<file path="src/rtl/pwm_ramp_sequencer_if.sv">
// Avalon-MM slave bus bundle for the PWM ramp sequencer register file.
interface pwm_ramp_sequencer_if;
  logic [1:0]  address;
  logic        write;
  logic [31:0] writedata;
  logic        read;
  logic [31:0] readdata;

  modport master (output address, write, writedata, read, input readdata);
  modport slave  (input address, write, writedata, read, output readdata);
endinterface

</file>
<file path="src/rtl/pwm_ramp_sequencer.sv">
// Shadowed period/duty sequencer for a PWM controller with boundary-aligned commits and duty ramp.
// Optional feature macro: PWM_SEQ_IRQ_EN (ramp-done interrupt, CTRL[2] mask, CTRL[9] pending).
module pwm_ramp_sequencer #(
  parameter int unsigned WIDTH          = 16,
  parameter int unsigned DIV_WIDTH      = 16,
  parameter int unsigned DEFAULT_PERIOD = 999
) (
  input  logic                 clock,
  input  logic                 reset,
  pwm_ramp_sequencer_if.slave  bus,
  output logic [WIDTH-1:0]     pwm_period,
  output logic [WIDTH-1:0]     pwm_compare,
  output logic                 busy
`ifdef PWM_SEQ_IRQ_EN
  ,
  output logic                 irq
`endif
);

  localparam int unsigned DATA_W = 32;
  localparam int unsigned STEP_W = 16;

  typedef enum logic [1:0] {S_OFF, S_RAMP, S_HOLD} state_t;

  state_t                state_q, state_d;
  logic                  en_q, ramp_en_q;
  logic [WIDTH-1:0]      period_sh, target_sh;
  logic [STEP_W-1:0]     step_sh;
  logic [DIV_WIDTH-1:0]  div_sh, div_cnt, div_d;
  logic [WIDTH-1:0]      mirror, cur_d, ramp_val_c, step_w_c;
  logic [WIDTH:0]        up_sum_c, dn_dif_c;
  logic [DATA_W-1:0]     rd_c;
  logic                  wr_ctrl_c, wr_period_c, wr_target_c, wr_ramp_c;
  logic                  boundary_c, en_clear_c;
  logic                  unused_bits;

  assign wr_ctrl_c   = bus.write && (bus.address == 2'd0);
  assign wr_period_c = bus.write && (bus.address == 2'd1);
  assign wr_target_c = bus.write && (bus.address == 2'd2);
  assign wr_ramp_c   = bus.write && (bus.address == 2'd3);
  assign en_clear_c  = wr_ctrl_c && !bus.writedata[0];
  assign boundary_c  = (mirror == pwm_period);
  assign unused_bits = ^bus.writedata;

  // Next duty on a ramp tick: move by STEP with one spare bit, clamp at target.
  always_comb begin
    step_w_c = WIDTH'(step_sh);
    up_sum_c = {1'b0, pwm_compare} + {1'b0, step_w_c};
    dn_dif_c = {1'b0, pwm_compare} - {1'b0, step_w_c};
    ramp_val_c = target_sh;
    if (step_w_c != '0) begin
      if (target_sh > pwm_compare) begin
        if (up_sum_c < {1'b0, target_sh}) ramp_val_c = up_sum_c[WIDTH-1:0];
      end else begin
        if (!dn_dif_c[WIDTH] && (dn_dif_c[WIDTH-1:0] > target_sh)) ramp_val_c = dn_dif_c[WIDTH-1:0];
      end
    end
  end

  // State is resolved from the next duty so busy drops on the same edge the duty lands.
  always_comb begin
    state_d = state_q;
    cur_d   = pwm_compare;
    div_d   = div_cnt;
    unique case (state_q)
      S_OFF: begin
        cur_d = '0;
        div_d = '0;
      end
      S_RAMP: begin
        if (boundary_c) begin
          if (div_cnt >= div_sh) begin
            div_d = '0;
            cur_d = ramp_val_c;
          end else begin
            div_d = div_cnt + DIV_WIDTH'(1);
          end
        end
      end
      S_HOLD: begin
        div_d = '0;
        if (boundary_c && !ramp_en_q) cur_d = target_sh;
      end
      default: begin
        cur_d = '0;
        div_d = '0;
      end
    endcase
    if (!en_q || en_clear_c) begin
      state_d = S_OFF;
      cur_d   = '0;
      div_d   = '0;
    end else if (ramp_en_q && (cur_d != target_sh)) begin
      state_d = S_RAMP;
    end else begin
      state_d = S_HOLD;
    end
  end

  always_ff @(posedge clock) begin
    if (reset) state_q <= S_OFF;
    else       state_q <= state_d;
  end

`ifdef PWM_SEQ_IRQ_EN
  logic irq_mask_q, irq_pend_q, irq_mask_d, irq_pend_d;

  // Completion set wins over a same-cycle software clear.
  always_comb begin
    irq_mask_d = wr_ctrl_c ? bus.writedata[2] : irq_mask_q;
    irq_pend_d = irq_pend_q;
    if (wr_ctrl_c && bus.writedata[9]) irq_pend_d = 1'b0;
    if ((state_q == S_RAMP) && (state_d == S_HOLD)) irq_pend_d = 1'b1;
  end

  always_ff @(posedge clock) begin
    if (reset) begin
      irq_mask_q <= 1'b0;
      irq_pend_q <= 1'b0;
      irq        <= 1'b0;
    end else begin
      irq_mask_q <= irq_mask_d;
      irq_pend_q <= irq_pend_d;
      irq        <= irq_pend_d & irq_mask_d;
    end
  end
`endif

  always_comb begin
    rd_c = '0;
    unique case (bus.address)
      2'd0: begin
        rd_c[0] = en_q;
        rd_c[1] = ramp_en_q;
        rd_c[8] = busy;
`ifdef PWM_SEQ_IRQ_EN
        rd_c[2] = irq_mask_q;
        rd_c[9] = irq_pend_q;
`endif
      end
      2'd1: rd_c[WIDTH-1:0] = period_sh;
      2'd2: begin
        rd_c[WIDTH-1:0] = target_sh;
        rd_c[31:16]     = 16'(pwm_compare);
      end
      2'd3: rd_c = {16'(div_sh), step_sh};
      default: rd_c = '0;
    endcase
  end

  always_ff @(posedge clock) begin
    if (reset) begin
      en_q         <= 1'b0;
      ramp_en_q    <= 1'b0;
      period_sh    <= WIDTH'(DEFAULT_PERIOD);
      target_sh    <= '0;
      step_sh      <= '0;
      div_sh       <= '0;
      div_cnt      <= '0;
      mirror       <= '0;
      pwm_period   <= WIDTH'(DEFAULT_PERIOD);
      pwm_compare  <= '0;
      busy         <= 1'b0;
      bus.readdata <= '0;
    end else begin
      if (wr_ctrl_c) begin
        en_q      <= bus.writedata[0];
        ramp_en_q <= bus.writedata[1];
      end
      if (wr_period_c) period_sh <= WIDTH'(bus.writedata);
      if (wr_target_c) target_sh <= WIDTH'(bus.writedata);
      if (wr_ramp_c) begin
        step_sh <= bus.writedata[15:0];
        div_sh  <= DIV_WIDTH'(bus.writedata[31:16]);
      end
      // Mirror of the controller's counter; period commits use the pre-write shadow.
      mirror <= boundary_c ? '0 : mirror + WIDTH'(1);
      if (boundary_c) pwm_period <= period_sh;
      pwm_compare <= cur_d;
      div_cnt     <= div_d;
      busy        <= (state_d == S_RAMP);
      if (bus.read) bus.readdata <= rd_c;
    end
  end

endmodule
</file>
<file path="src/flat_wrapper.sv">
// flat-port wrapper written by rule: the top's interface ports become plain ports
module pwm_ramp_sequencer_flat 
#(
  parameter int unsigned WIDTH          = 16,
  parameter int unsigned DIV_WIDTH      = 16,
  parameter int unsigned DEFAULT_PERIOD = 999
)
  (clock, reset, pwm_period, pwm_compare, busy, bus_address, bus_write, bus_writedata, bus_read, bus_readdata);
  pwm_ramp_sequencer_if bus_i ();
  input  logic clock;
  input  logic reset;
  output logic [WIDTH-1:0] pwm_period;
  output logic [WIDTH-1:0] pwm_compare;
  output logic busy;
  input wire logic [$bits(bus_i.address)-1:0] bus_address;
  input wire logic [$bits(bus_i.write)-1:0] bus_write;
  input wire logic [$bits(bus_i.writedata)-1:0] bus_writedata;
  input wire logic [$bits(bus_i.read)-1:0] bus_read;
  output wire logic [$bits(bus_i.readdata)-1:0] bus_readdata;
  assign bus_i.address = bus_address;
  assign bus_i.write = bus_write;
  assign bus_i.writedata = bus_writedata;
  assign bus_i.read = bus_read;
  assign bus_readdata = bus_i.readdata;
  pwm_ramp_sequencer #(.WIDTH(WIDTH), .DIV_WIDTH(DIV_WIDTH), .DEFAULT_PERIOD(DEFAULT_PERIOD)) u_core (.clock(clock), .reset(reset), .bus(bus_i), .pwm_period(pwm_period), .pwm_compare(pwm_compare), .busy(busy));
endmodule
</file>
<file path="config.mk">
export PLATFORM = sky130hd
export DESIGN_NAME = pwm_ramp_sequencer_flat
export DESIGN_NICKNAME = d
export VERILOG_FILES = /design/src/rtl/pwm_ramp_sequencer_if.sv /design/src/rtl/pwm_ramp_sequencer.sv /design/src/flat_wrapper.sv
export SDC_FILE = /design/constraint.sdc
export NUM_CORES = 1
export LEC_CHECK = 0
export ABC_AREA = 1
export BUFFER_PORTS_ARGS = -buffer_cell sky130_fd_sc_hd__buf_2
export CORE_UTILIZATION = 55
export DETAILED_ROUTE_END_ITERATION = 12
export PLACE_DENSITY_LB_ADDON = 0.12
export SYNTH_ARGS = -nofsm -noshare
export SYNTH_HDL_FRONTEND = slang
export SYNTH_SLANG_ARGS = --single-unit
</file>
<file path="constraint.sdc">
create_clock -name clock -period 3.95 [get_ports clock]
set_clock_uncertainty 0.15 [all_clocks]
set_input_delay 0.9875 -clock clock [delete_from_list [all_inputs] [get_ports clock]]
set_output_delay 0.9875 -clock clock [all_outputs]
set_load 0.005 [all_outputs]
</file>
==> impl_metrics.csv <==
group,metric,value,unit
status,run_status,"complete, but fails checks",
status,violations,"setup timing",
floorplanning,dieHeight,144,um
synth,synthesis.area,11100,um2
critical_path,crit_slowest_cell,"fa_2",
cells_and_area,fin_area,14400,um2
min_path,hold_path_depth,2,
cells_and_area,multi_input_area,7190,um2
timing,fmax,224,MHz
critical_path,crit_fanout,4,
min_path,hp-class,"flop to flop",
synth,synth_fp_nets,1780,
min_path,min_to,"u_core.mirror[14]",
detailed_routing,drt_first_pass_iters,6,
timing,fin_crit_sh,113,%
synth,synth-edff-count,0,
clock_tree,cts_tree,"done",
critical_path,slowest_delay,0.40,ns
timing,rsz0062_at_grt,"true",
grt,grt_first_pass_wirelength,57600,um
placed_design,gp_congestion,0.942,
cells_and_area,layout_common_cells,"377 x nand2_1, 207 x buf_4, 173 x inv_1, 173 x a21oi_1, 156 x dfxtp_1",
cells_and_area,nets,2044,
detailed_routing,ant_nets,0,
flow_run,maxCapViolCount,0,
detailed_routing,wl_per_cell,16.9,um
clock_tree,clockRootBuffer,"clkbuf_16",
floorplanning,initial_core_util,56.7,%
synth,avgSynthCellArea,6.79,um2
timing,slew_viol_final,0,
grt,busiest_layer,"met2",
synth,synth_cell_types,53,
floorplanning,core,19700,um2
placed_design,dpl.hpwl,27900,um
clock_tree,cts.sinks,164,
clock_tree,cts_buffers,17,
critical_path,worst_path_most_repeated_cell,"nand2_1",
clock_tree,h-tree-depth,4,
timing,max-slew-margin-rel,35.5,%
synth,ys_warn_count,0,
detailed_routing,drt_wl_total,37000,um
min_path,hp-start,"u_core.mirror[14]",
cells_and_area,fillerInstances,1632,
critical_path,cp_data_arrival_time,4.59,ns
critical_path,reg2reg_depth,33,
power,ir_drop,322,uV
placed_design,io_buffer_count,102,
synth,ys_seq_area_share,29.4,%
detailed_routing,vias_per_cell,5.63,
grt,grtUsageMet2,58.0,%
critical_path,end_kind,"flop",
critical_path,r2r_start,"u_core.pwm_compare[0]",
timing,worst_pin_slew,0.967,ns
cells_and_area,final_common_cell,"nand2_1",
grt,gr-usage-met1,46.0,%
clock_tree,clock_path_buffers,2,
timing,finalSetupViolations,13,
floorplanning,die_area,20800,um2
power,power_frac_seq,37.3,%
placed_design,placed_area,13100,um2
timing,fin_ws,-0.508,ns
floorplanning,io_pins,103,
synth,synthArstFlopShare,0,%
critical_path,crit_type,"flop to flop",
cells_and_area,regArea,3300,um2
synth,synth_seq_cells,164,
grt,overflow,0,
critical_path,worstPathRequired,4.08,ns
power,p_int,3.14,mW
power,comb_power_share,26.1,%
grt,grt.met3_usage,5.99,%
critical_path,start_kind,"flop",
grt,grt_pass1_vias,11300,
power,netSwitchingPower,1.54,mW
floorplanning,rows,51,
floorplanning,die_w,144,um
critical_path,r2r_slack,-0.51,ns
power,clkPwrFrac,36.6,%
synth,synth_top_flop_cell,"dfxtp_1",
detailed_routing,vias,12300,
grt,grtUsageTotal,35.7,%
power,power_density,325,nW/um2
detailed_routing,drt_iter0_drc,1031,
power,switching_share,32.9,%
synth,synth_cells,1641,
critical_path,timing.rr.end,"u_core.busy",
placed_design,post-place-ws,-0.685,ns
grt,antenna_found_initial,1,
timing,hold_viol,0,
cells_and_area,area_delta_synth_final,29.2,%
clock_tree,clock_latency,0.44,ns
clock_tree,cts.clk_slew.worst_paths,0.07,ns
timing,period_minus_slack,4.46,ns
cells_and_area,drive_gt1_share,25.3,%
grt,grt_start_max_net_pins,41,
detailed_routing,drc,0,
power,total_leakage_power,6.71,nW
[layer usage]
metal | share of wire [%] | up-vias
li1 | - | 5992
met1 | 43 | 5677
met2 | 46 | 525
met3 | 6.9 | 93
met4 | 3.8 | 0
met5 | 0 | -
[cell families (layout without fill, tap and decap cells)]
kind of cell | after synthesis | in the layout | share of synthesized area (%)
other | 0 | 1 | 0
and+or+nand+nor | 702 | 702 | 27.2
buffers and inverters | 268 | 545 | 9.97
adders and majority gates | 101 | 101 | 11.5
DFF | 164 | 164 | 29.4
AOI/OAI and AO/OA | 370 | 370 | 19.0
xor gates and xnor gates | 36 | 36 | 2.90
[power groups by stage]
| stage | logic, mW | clock network (mW) | registers [mW] |
|---|---|---|---|
| floorplan | 0.656 | 0 | 1.77 |
| global placement | 1.02 | 0 | 1.78 |
| detailed placement | 1.04 | 0 | 1.78 |
| CTS | 1.14 | 1.72 | 1.74 |
| global route | 1.34 | 1.79 | 1.75 |
| finish | 1.22 | 1.71 | 1.75 |
[cell type report]
cell class	count	share of cell area, %
inverter	191	5.03
tap	265	2.30
antenna	1	0.0174
multi-input combinational	1209	49.9
clock buffer	17	2.95
clock inverter	15	1.29
sequential	164	22.9
timing repair buffer	322	15.6
[critical path, delay by kind of cell (launching register included)]
kind	cells	cell delay (ns)
and+or+nand+nor	23	2.23
adders and majority gates	3	0.83
buffers and inverters	5	0.47
DFF	1	0.35
AOI/OAI and AO/OA	2	0.29
[flip-flops by register name, summed over array words and instances, names as in the netlist]
register,flops
u_core.busy,1
u_core.en_q,1
u_core.div_cnt,16
u_core.step_sh,16
u_core.pwm_compare,16
u_core.target_sh,16
u_core.ramp_en_q,1
u_core.period_sh,16
u_core.mirror,16
u_core.bus.readdata,32
u_core.div_sh,16
u_core.state_q,1
u_core.pwm_period,16
[repair_timing]
action	4_1_cts	5_1_grt
cloned	1	0
pin swaps	33	33
setup endpoints to repair	18	18
hold buffers	0	0
setup buffers	25	5
gates resized for setup	74	36
[synth_stat cells (2+ instances only)]
library cell	n	area (um2)
a211oi_1	4	30.0
a21oi_1	183	916
a21oi_2	2	17.5
buf_1	6	22.5
buf_2	14	70.1
buf_4	4	30.0
buf_6	7	78.8
clkbuf_1	44	165
clkinv_1	4	15.0
dfxtp_1	164	3280
fa_1	2	40.0
ha_1	99	1240
inv_1	178	668
inv_2	8	30.0
nand2_1	393	1480
nand2_2	7	43.8
nand3_1	107	536
nand3_2	5	50.1
nand3b_1	2	15.0
nand4_1	14	87.6
nor2_1	119	447
nor2_2	2	12.5
nor3_1	23	115
nor3_2	3	30.0
nor3b_1	8	60.1
nor4_1	3	18.8
nor4_2	2	25.0
o211ai_1	23	173
o211ai_2	3	37.5
o21ai_0	102	510
o21ai_1	4	20.0
o21ai_2	4	35.0
o21bai_1	8	60.1
o221ai_1	29	254
o22ai_1	3	18.8
or2_1	2	12.5
or2_2	7	43.8
xnor2_1	12	105
xor2_1	23	201
[through the flow]
stage	cells	TNS, ns	utilization [%]	hold slack, ns	power (mW)
6_report	2184	-2.17	73.3	0.309	4.68
5_1_grt	2184	-6.66	73.3	0.346	4.87
4_1_cts	2178	-1.50	72.4	0.312	4.60
3_5_place_dp	2120	-3.95	66.5	0.300	2.82
3_3_place_gp	2120	-3.60	66.5	0.298	2.80
2_1_floorplan	1641	0	-	0.289	2.43
[worst max path at each step]
| stage | cells past startpoint | slack (ns) | to | start |
|---|---|---|---|---|
| finish | 33 | -0.51 | u_core.busy | u_core.pwm_compare[0] |
| detailed placement | 31 | -0.69 | u_core.busy | u_core.pwm_compare[1] |
| floorplan | 30 | 0.02 | u_core.busy | u_core.pwm_compare[0] |
| CTS | 32 | -0.40 | u_core.busy | u_core.pwm_compare[0] |
| global placement | 31 | -0.67 | u_core.busy | u_core.pwm_compare[1] |
| global route | 34 | -0.79 | u_core.busy | u_core.pwm_compare[0] |
Power figures use the tool's default switching activity.
